--- src/rtl/shift_pow2_pkg.sv ---
// Shared definitions for the power-of-two shift/divide pipeline.
// The operation encoding travels with every beat through the stages.
package shift_pow2_pkg;

  localparam int MODE_W = 2;

  typedef enum logic [MODE_W-1:0] {
    SHIFT_LOGICAL   = 2'd0,
    SHIFT_ARITH     = 2'd1,
    SHIFT_DIV_TRUNC = 2'd2,
    SHIFT_ROTATE    = 2'd3
  } shift_mode_e;

endpackage

--- src/rtl/shift_pow2_stage.sv ---
// One pipeline stage: optionally shifts right by AMT and registers the beat
// together with its mode, shift amount and inexact flag.
module shift_pow2_stage
  import shift_pow2_pkg::*;
#(
  parameter int N   = 8,
  parameter int AMT = 1,
  localparam int SW = $clog2(N)
) (
  input  logic             clk,
  input  logic             rst,
  input  logic             load,
  input  logic             in_valid,
  input  logic [N-1:0]     in_data,
  input  shift_mode_e      in_mode,
  input  logic [SW-1:0]    in_shift,
  input  logic             in_inexact,
  output logic             out_valid,
  output logic [N-1:0]     out_data,
  output shift_mode_e      out_mode,
  output logic [SW-1:0]    out_shift,
  output logic             out_inexact
);

  localparam int BIT = $clog2(AMT);

  logic            valid_q, valid_d;
  logic [N-1:0]    data_q, data_d;
  shift_mode_e     mode_q, mode_d;
  logic [SW-1:0]   shift_q, shift_d;
  logic            inexact_q, inexact_d;
  logic [N-1:0]    shifted;

  // Arithmetic fill uses the current MSB; for the divide mode this is the
  // sign of the biased operand, which is what truncation toward zero needs.
  always_comb begin
    shifted = in_data;
    case (in_mode)
      SHIFT_LOGICAL:               shifted = in_data >> AMT;
      SHIFT_ARITH, SHIFT_DIV_TRUNC: shifted = $signed(in_data) >>> AMT;
      default:                     shifted = {in_data[AMT-1:0], in_data[N-1:AMT]};
    endcase
  end

  always_comb begin
    valid_d   = valid_q;
    data_d    = data_q;
    mode_d    = mode_q;
    shift_d   = shift_q;
    inexact_d = inexact_q;
    if (load) begin
      valid_d = in_valid;
      if (in_valid) begin
        data_d    = in_shift[BIT] ? shifted : in_data;
        mode_d    = in_mode;
        shift_d   = in_shift;
        inexact_d = in_inexact;
      end
    end
  end

  always_ff @(posedge clk) begin
    if (rst) begin
      valid_q   <= 1'b0;
      data_q    <= '0;
      mode_q    <= SHIFT_LOGICAL;
      shift_q   <= '0;
      inexact_q <= 1'b0;
    end else begin
      valid_q   <= valid_d;
      data_q    <= data_d;
      mode_q    <= mode_d;
      shift_q   <= shift_d;
      inexact_q <= inexact_d;
    end
  end

  assign out_valid   = valid_q;
  assign out_data    = data_q;
  assign out_mode    = mode_q;
  assign out_shift   = shift_q;
  assign out_inexact = inexact_q;

endmodule

--- src/rtl/shift_divide_pow2_pipe.sv ---
// Pipelined right shifter / signed power-of-two divider with valid/ready
// handshakes; stage k conditionally shifts by 2**k.
module shift_divide_pow2_pipe
  import shift_pow2_pkg::*;
#(
  parameter int N  = 8,
  parameter int SW = $clog2(N)
) (
  input  logic              clk,
  input  logic              rst,
  input  logic              in_valid,
  output logic              in_ready,
  input  logic [N-1:0]      in_data,
  input  logic [SW-1:0]     in_shift,
  input  logic [MODE_W-1:0] in_mode,
  output logic              out_valid,
  input  logic              out_ready,
  output logic [N-1:0]      out_data,
  output logic              out_inexact
);

  logic [N-1:0]  stg_data    [SW];
  logic          stg_valid   [SW];
  shift_mode_e   stg_mode    [SW];
  logic [SW-1:0] stg_shift   [SW];
  logic          stg_inexact [SW];

  logic [N-1:0]  s0_data;
  logic          s0_inexact;
  shift_mode_e   s0_mode;
  logic [N-1:0]  bias_mask;
  logic [SW-1:0] load_v;
  logic          adv;

  // Negative operands in divide mode get 2**s-1 added so the arithmetic
  // shift rounds toward zero; the sum stays within N-bit signed range.
  always_comb begin
    s0_mode    = shift_mode_e'(in_mode);
    bias_mask  = (N'(1) << in_shift) - N'(1);
    s0_inexact = |(in_data & bias_mask);
    s0_data    = in_data;
    if (s0_mode == SHIFT_DIV_TRUNC && in_data[N-1])
      s0_data = in_data + bias_mask;
  end

  // A stage may load when it is empty or its successor is taking its beat.
  always_comb begin
    adv    = out_ready;
    load_v = '0;
    for (int i = SW - 1; i >= 0; i--) begin
      adv       = ~stg_valid[i] | adv;
      load_v[i] = adv;
    end
  end

  assign in_ready = load_v[0] & ~rst;

  for (genvar gi = 0; gi < SW; gi++) begin : g_stage
    logic [N-1:0]  d_in;
    logic          v_in;
    shift_mode_e   m_in;
    logic [SW-1:0] s_in;
    logic          x_in;

    if (gi == 0) begin : g_first
      assign d_in = s0_data;
      assign v_in = in_valid;
      assign m_in = s0_mode;
      assign s_in = in_shift;
      assign x_in = s0_inexact;
    end else begin : g_next
      assign d_in = stg_data[gi-1];
      assign v_in = stg_valid[gi-1];
      assign m_in = stg_mode[gi-1];
      assign s_in = stg_shift[gi-1];
      assign x_in = stg_inexact[gi-1];
    end

    shift_pow2_stage #(
      .N   (N),
      .AMT (2 ** gi)
    ) u_stage (
      .clk         (clk),
      .rst         (rst),
      .load        (load_v[gi]),
      .in_valid    (v_in),
      .in_data     (d_in),
      .in_mode     (m_in),
      .in_shift    (s_in),
      .in_inexact  (x_in),
      .out_valid   (stg_valid[gi]),
      .out_data    (stg_data[gi]),
      .out_mode    (stg_mode[gi]),
      .out_shift   (stg_shift[gi]),
      .out_inexact (stg_inexact[gi])
    );
  end

  assign out_valid   = stg_valid[SW-1] & ~rst;
  assign out_data    = rst ? '0 : stg_data[SW-1];
  assign out_inexact = rst ? 1'b0 : stg_inexact[SW-1];

  logic unused_tail;
  assign unused_tail = ^{stg_shift[SW-1], stg_mode[SW-1]};

endmodule

--- config.mk ---
export PLATFORM = sky130hd
export DESIGN_NAME = shift_divide_pow2_pipe
export DESIGN_NICKNAME = d
export VERILOG_FILES = /design/src/rtl/shift_pow2_pkg.sv /design/src/rtl/shift_pow2_stage.sv /design/src/rtl/shift_divide_pow2_pipe.sv
export SDC_FILE = /design/constraint.sdc
export NUM_CORES = 1
export LEC_CHECK = 0
export CAP_MARGIN = 10
export CORE_UTILIZATION = 45
export DETAILED_ROUTE_END_ITERATION = 6
export PLACE_DENSITY = 0.69
export SYNTH_ARGS = -nofsm -noshare
export SYNTH_HDL_FRONTEND = slang
export SYNTH_HIERARCHICAL = 1
export SYNTH_SLANG_ARGS = --single-unit
--- constraint.sdc ---
create_clock -name clk -period 3.3 [get_ports clk]
set_input_delay 0.825 -clock clk [delete_from_list [all_inputs] [get_ports clk]]
set_output_delay 0.825 -clock clk [all_outputs]
set_load 0.01 [all_outputs]
# Word-level counts from Yosys, hierarchy flattened
# Index checks and enable logic that the tools add are counted.
[totals]
wordCells = 52
output_inout_bits = 11
ff_bits = 40
[op_classes]
n_eq_ne = 6
n_reduce_logical = 11
n_shift = 1
add_sub_neg = 2
muxes = 9
n_bitwise = 10
[op_table]
columns = ["operator", "count"]
rows = [
  ["$pmux 8 s2", 3],
  ["$mux 8", 5],
  ["$add 8x8->8", 1],
  ["$and 8x8->8", 1],
  ["$reduce_or 8->1", 1],
  ["$shl 1x3->8 const A", 1],
  ["$sub 8x2->8 const B", 1],
  ["$eq 2x1->1 const B", 3],
  ["$eq 2x2->1 const B", 3],
  ["$logic_not 2->1", 3],
  ["$reduce_and 2->1", 3],
  ["$reduce_or 2->1", 3],
  ["$not 1->1", 4],
  ["$or 1x1->1", 3],
  ["$and 1x1->1", 2],
  ["$logic_and 1x1->1", 1],
  ["$mux 1", 1],
]

# Longest topological paths before layout
# Gate-level depths: netlist (run 1).
[logic_depth]
ltp_word = 6
depth_mapped = 9

# Hierarchy
# Netlist (run 1), hierarchy kept.
[modules_own_cells]
columns = ["mod", "instances", "cells_each", "seq_area_each_um2", "area_each_um2"]
rows = [
  ["shift_pow2_stage at g_stage[1].u_stage", 1, 70, 300.3, 705.7],
  ["shift_pow2_stage at g_stage[2].u_stage", 1, 76, 300.3, 664.4],
  ["shift_pow2_stage at g_stage[0].u_stage", 1, 69, 300.3, 623.1],
  ["shift_divide_pow2_pipe", 1, 84, 0.0, 611.8],
]

# Least setup slack after synthesis (run 1)
# Ideal clock, no wire load.
[synth_path]
path_kind = "input port to flip-flop"
startpoint = "in in_shift[1]"
endpoint = "reg g_stage[0].u_stage.data_q[6]"
t_arrival_ps = 2829
cell_stages = 9
setup_slack_ps = 385
t_required_ps = 3214
cell_sequence = "or3_1 > ha_1 > fa_1 > a21oi_2 > o21ai_2 > a2111oi_2 > nand3b_1 > mux2i_1 > a211oi_1"
[synth_between]
word_cells_on_any_way = 6
[synth_lines]
columns = ["element", "line_no", "text"]
rows = [
  ["start, declared", "shift_divide_pow2_pipe.sv:14", "input logic [SW-1:0] in_shift,"],
  ["$shl 1x3->8", "shift_divide_pow2_pipe.sv:39", "bias_mask = (N'(1) << in_shift) - N'(1);"],
  ["$sub 8x2->8", "shift_divide_pow2_pipe.sv:39", ""],
  ["$add 8x8->8", "shift_divide_pow2_pipe.sv:43", "s0_data = in_data + bias_mask;"],
  ["$mux 8", "shift_divide_pow2_pipe.sv:42", "if (s0_mode == SHIFT_DIV_TRUNC && in_data[N-1])"],
  ["net g_stage[0].d_in[6]", "shift_divide_pow2_pipe.sv:59", "logic [N-1:0] d_in;"],
  ["$mux 8", "shift_pow2_stage.sv:54", "data_d = in_shift[BIT] ? shifted : in_data;"],
  ["end signal, assigned", "shift_pow2_stage.sv:71", "data_q <= data_d;"],
  ["end, declared", "shift_pow2_stage.sv:28", "logic [N-1:0] data_q, data_d;"],
]
# The timed path passes the listed nets, and every way through them passes these cells.
# A chain may end at the register's enable or synchronous reset.

# Worst setup path after layout (run 1)
# Ends and elaborated chain as after synthesis.

==> results_dict.tcl, run 1 <==
set metrics [dict create \
    status "finished, final reports clean" \
    power_frac_seq 0.489 \
    min_from "g_stage[2].u_stage/out_data[6]" \
    cts.clk_slew.worst_paths_ns 0.07 \
    cts_resized 0 \
    grt_overflow_total 0 \
    avgSynthCellArea_um2 8.75 \
    fin_crit_sh 0.940 \
    powerDensity_nw_per_um2 363 \
    syn-cell-area_um2 2340 \
    design.core.area_um2 4880 \
    grt_pass1_wl_um 7560 \
    final_common_cell "nand2_1" \
    drt-total-wl_um 4530 \
    antenna_found_initial 0 \
    drtIter0Drc 46 \
    rsz0062_at_grt "false" \
    ir_worst_vdd_mv 0.152 \
    boundaryPins 28 \
    skew_ns 0.00255 \
    cts_tree "built" \
    pwr-share-comb 0.217 \
    grt_max_degree 27 \
    place.gp.congestion 0.891 \
    die_area_um2 5500 \
    first_global_vias 1704 \
    drive_above_1_share 0.161 \
    drc 0 \
    path_cells "clkdlybuf4s50_1 -> or3_1 -> ha_1 -> fa_1 -> a21oi_2 -> o21ai_2 -> a2111oi_2 -> nand3b_1 -> mux2i_1 -> a211oi_1" \
    hp-class "flop to flop" \
    cp_top_family "compound AO/OA/AOI/OAI gates" \
    drt-wirelength-per-cell_um 12.2 \
    final_max_slew_viol_count 0 \
    hold_viol_final 0 \
    grt_util_all_layers 0.179 \
    design_area_um2 2770 \
    cts_made_buffers 5 \
    postCtsSetupBuffers 0 \
    final_cell_mix "42 x nand2_1, 37 x dfxtp_1, 26 x clkdlybuf4s50_1, 22 x nor2_1, 17 x mux2i_1" \
    antenna_cells 0 \
    power_w 0.00101 \
    clkPwrFrac 0.294 \
    clockRootBuffer "clkbuf_8" \
    start_util 0.481 \
    nets 332 \
    swShare 0.275 \
    r2r-start "g_stage[2].u_stage/out_valid" \
    hpwlAfterDp_um 3610 \
    cp_slowest_cell "clkdlybuf4s50_1" \
    hold_buffers 0 \
    drt-pass1-iter-count 7 \
    cp-start-kind "input pin" \
    cts_buffer_depth 2 \
    crit_type "input pin to flop" \
    place_area_um2 2690 \
    dp_cells 363 \
    rows 25 \
    cts.sinks 37 \
    p_sw_w 0.000276 \
    insertion_delay_ns 0.28 \
    die_w_um 74.2 \
    critPathLaunch "in_shift[1]" \
    synthCells 268 \
    final_cells 371 \
    worst_ep_arrival_time_ns 3.30 \
    worstPathRequired_ns 3.50 \
    final_core_util 0.568 \
    finalCriticalPeriod_ns 3.10 \
    fmax_ghz 0.322 \
    syn_nets 297 \
    die_h_um 74.2 \
    p_leak_nw 1.02 \
    holdWs_ns 0.449 \
    max_stage_delay_ns 0.42 \
    setup_viol 0 \
    ant_nets 0 \
    io_buffers 27 \
    end_kind "flop" \
    htreeDepth 2 \
    intPower_w 0.000729 \
    crit_buf_inv 1 \
    num_vias 1934 \
    viasPerCell 5.21 \
    max_cap_violations 0 \
    syn2layout_area_growth_pct 18.2 \
    yosysWarnings 6 \
    cp_max_fo 2 \
]
## final cells by class
cell class                      count  area [um2]
Sequential cell                    37         741
Clock buffer                        8        80.1
Inverter                            6        22.5
Multi-Input combinational cell    210        1460
Tap cell                           67        83.8
Fill cell                         484        2110
Timing Repair Buffer               43         385
## worst reg2reg max path: stages (launching register included)
cell and delay [ns]:
dfxtp_1 0.33, nor2b_1 0.26, inv_1 0.11, and2_4 0.22, and3_4 0.19, a221oi_2 0.24
## metrics by stage
step	TNS [ns]	setup slack [ns]
global route	0	0.0516
CTS	0	0.188
finish	0	0.197
floorplan	0	0.385
global placement	-0.0903	-0.0483
detailed placement	-0.273	-0.116
## layer usage
layer	GRT usage	wire length [um]	vias up
met5	0	0	-
li1	-	-	1020
met3	0.0339	124	7
met1	0.205	2010	873
met4	0.0748	74	0
met2	0.325	2320	34
## flip-flops by register name (all words and copies together), names as in the netlist
register and flops:
g_stage.u_stage/out_data 24, g_stage.u_stage/out_inexact 3, g_stage.u_stage/out_mode 4, g_stage.u_stage/out_shift 3
g_stage.u_stage/out_valid 3
## final timing paths
path | end | slack [ns] | cells after the start
max | g_stage[0].u_stage/out_data[6] | 0.20 | 10
min | g_stage[2].u_stage/out_data[6] | 0.45 | 2
max reg2reg | g_stage[2].u_stage/out_data[4] | 1.86 | 5
min reg2reg | g_stage[2].u_stage/out_data[6] | 0.45 | 2
## power groups by stage
| stage | Combinational (W) | Clock, W | Sequential (W) |
|---|---|---|---|
| 6_report | 0.000218 | 0.000296 | 0.000491 |
| 5_1_grt | 0.000243 | 0.000329 | 0.000495 |
| 4_1_cts | 0.000221 | 0.000307 | 0.000491 |
| 3_5_place_dp | 0.000220 | 0 | 0.000502 |
| 3_3_place_gp | 0.000217 | 0 | 0.000501 |
| 2_1_floorplan | 0.000153 | 0 | 0.000493 |
Note: power is estimated with default switching activity, not from simulation.
==> run 2: changes to the inputs <==
--- a/config.mk
+++ b/config.mk
@@ -7,6 +7,7 @@
 export LEC_CHECK = 0
 export CAP_MARGIN = 10
 export CORE_UTILIZATION = 45
+export CTS_CLUSTER_SIZE = 12
 export DETAILED_ROUTE_END_ITERATION = 6
 export PLACE_DENSITY = 0.69
 export SYNTH_ARGS = -nofsm -noshare
==> results of run 2 <==
Final layout, timing and power as in run 1 (identical DEF).
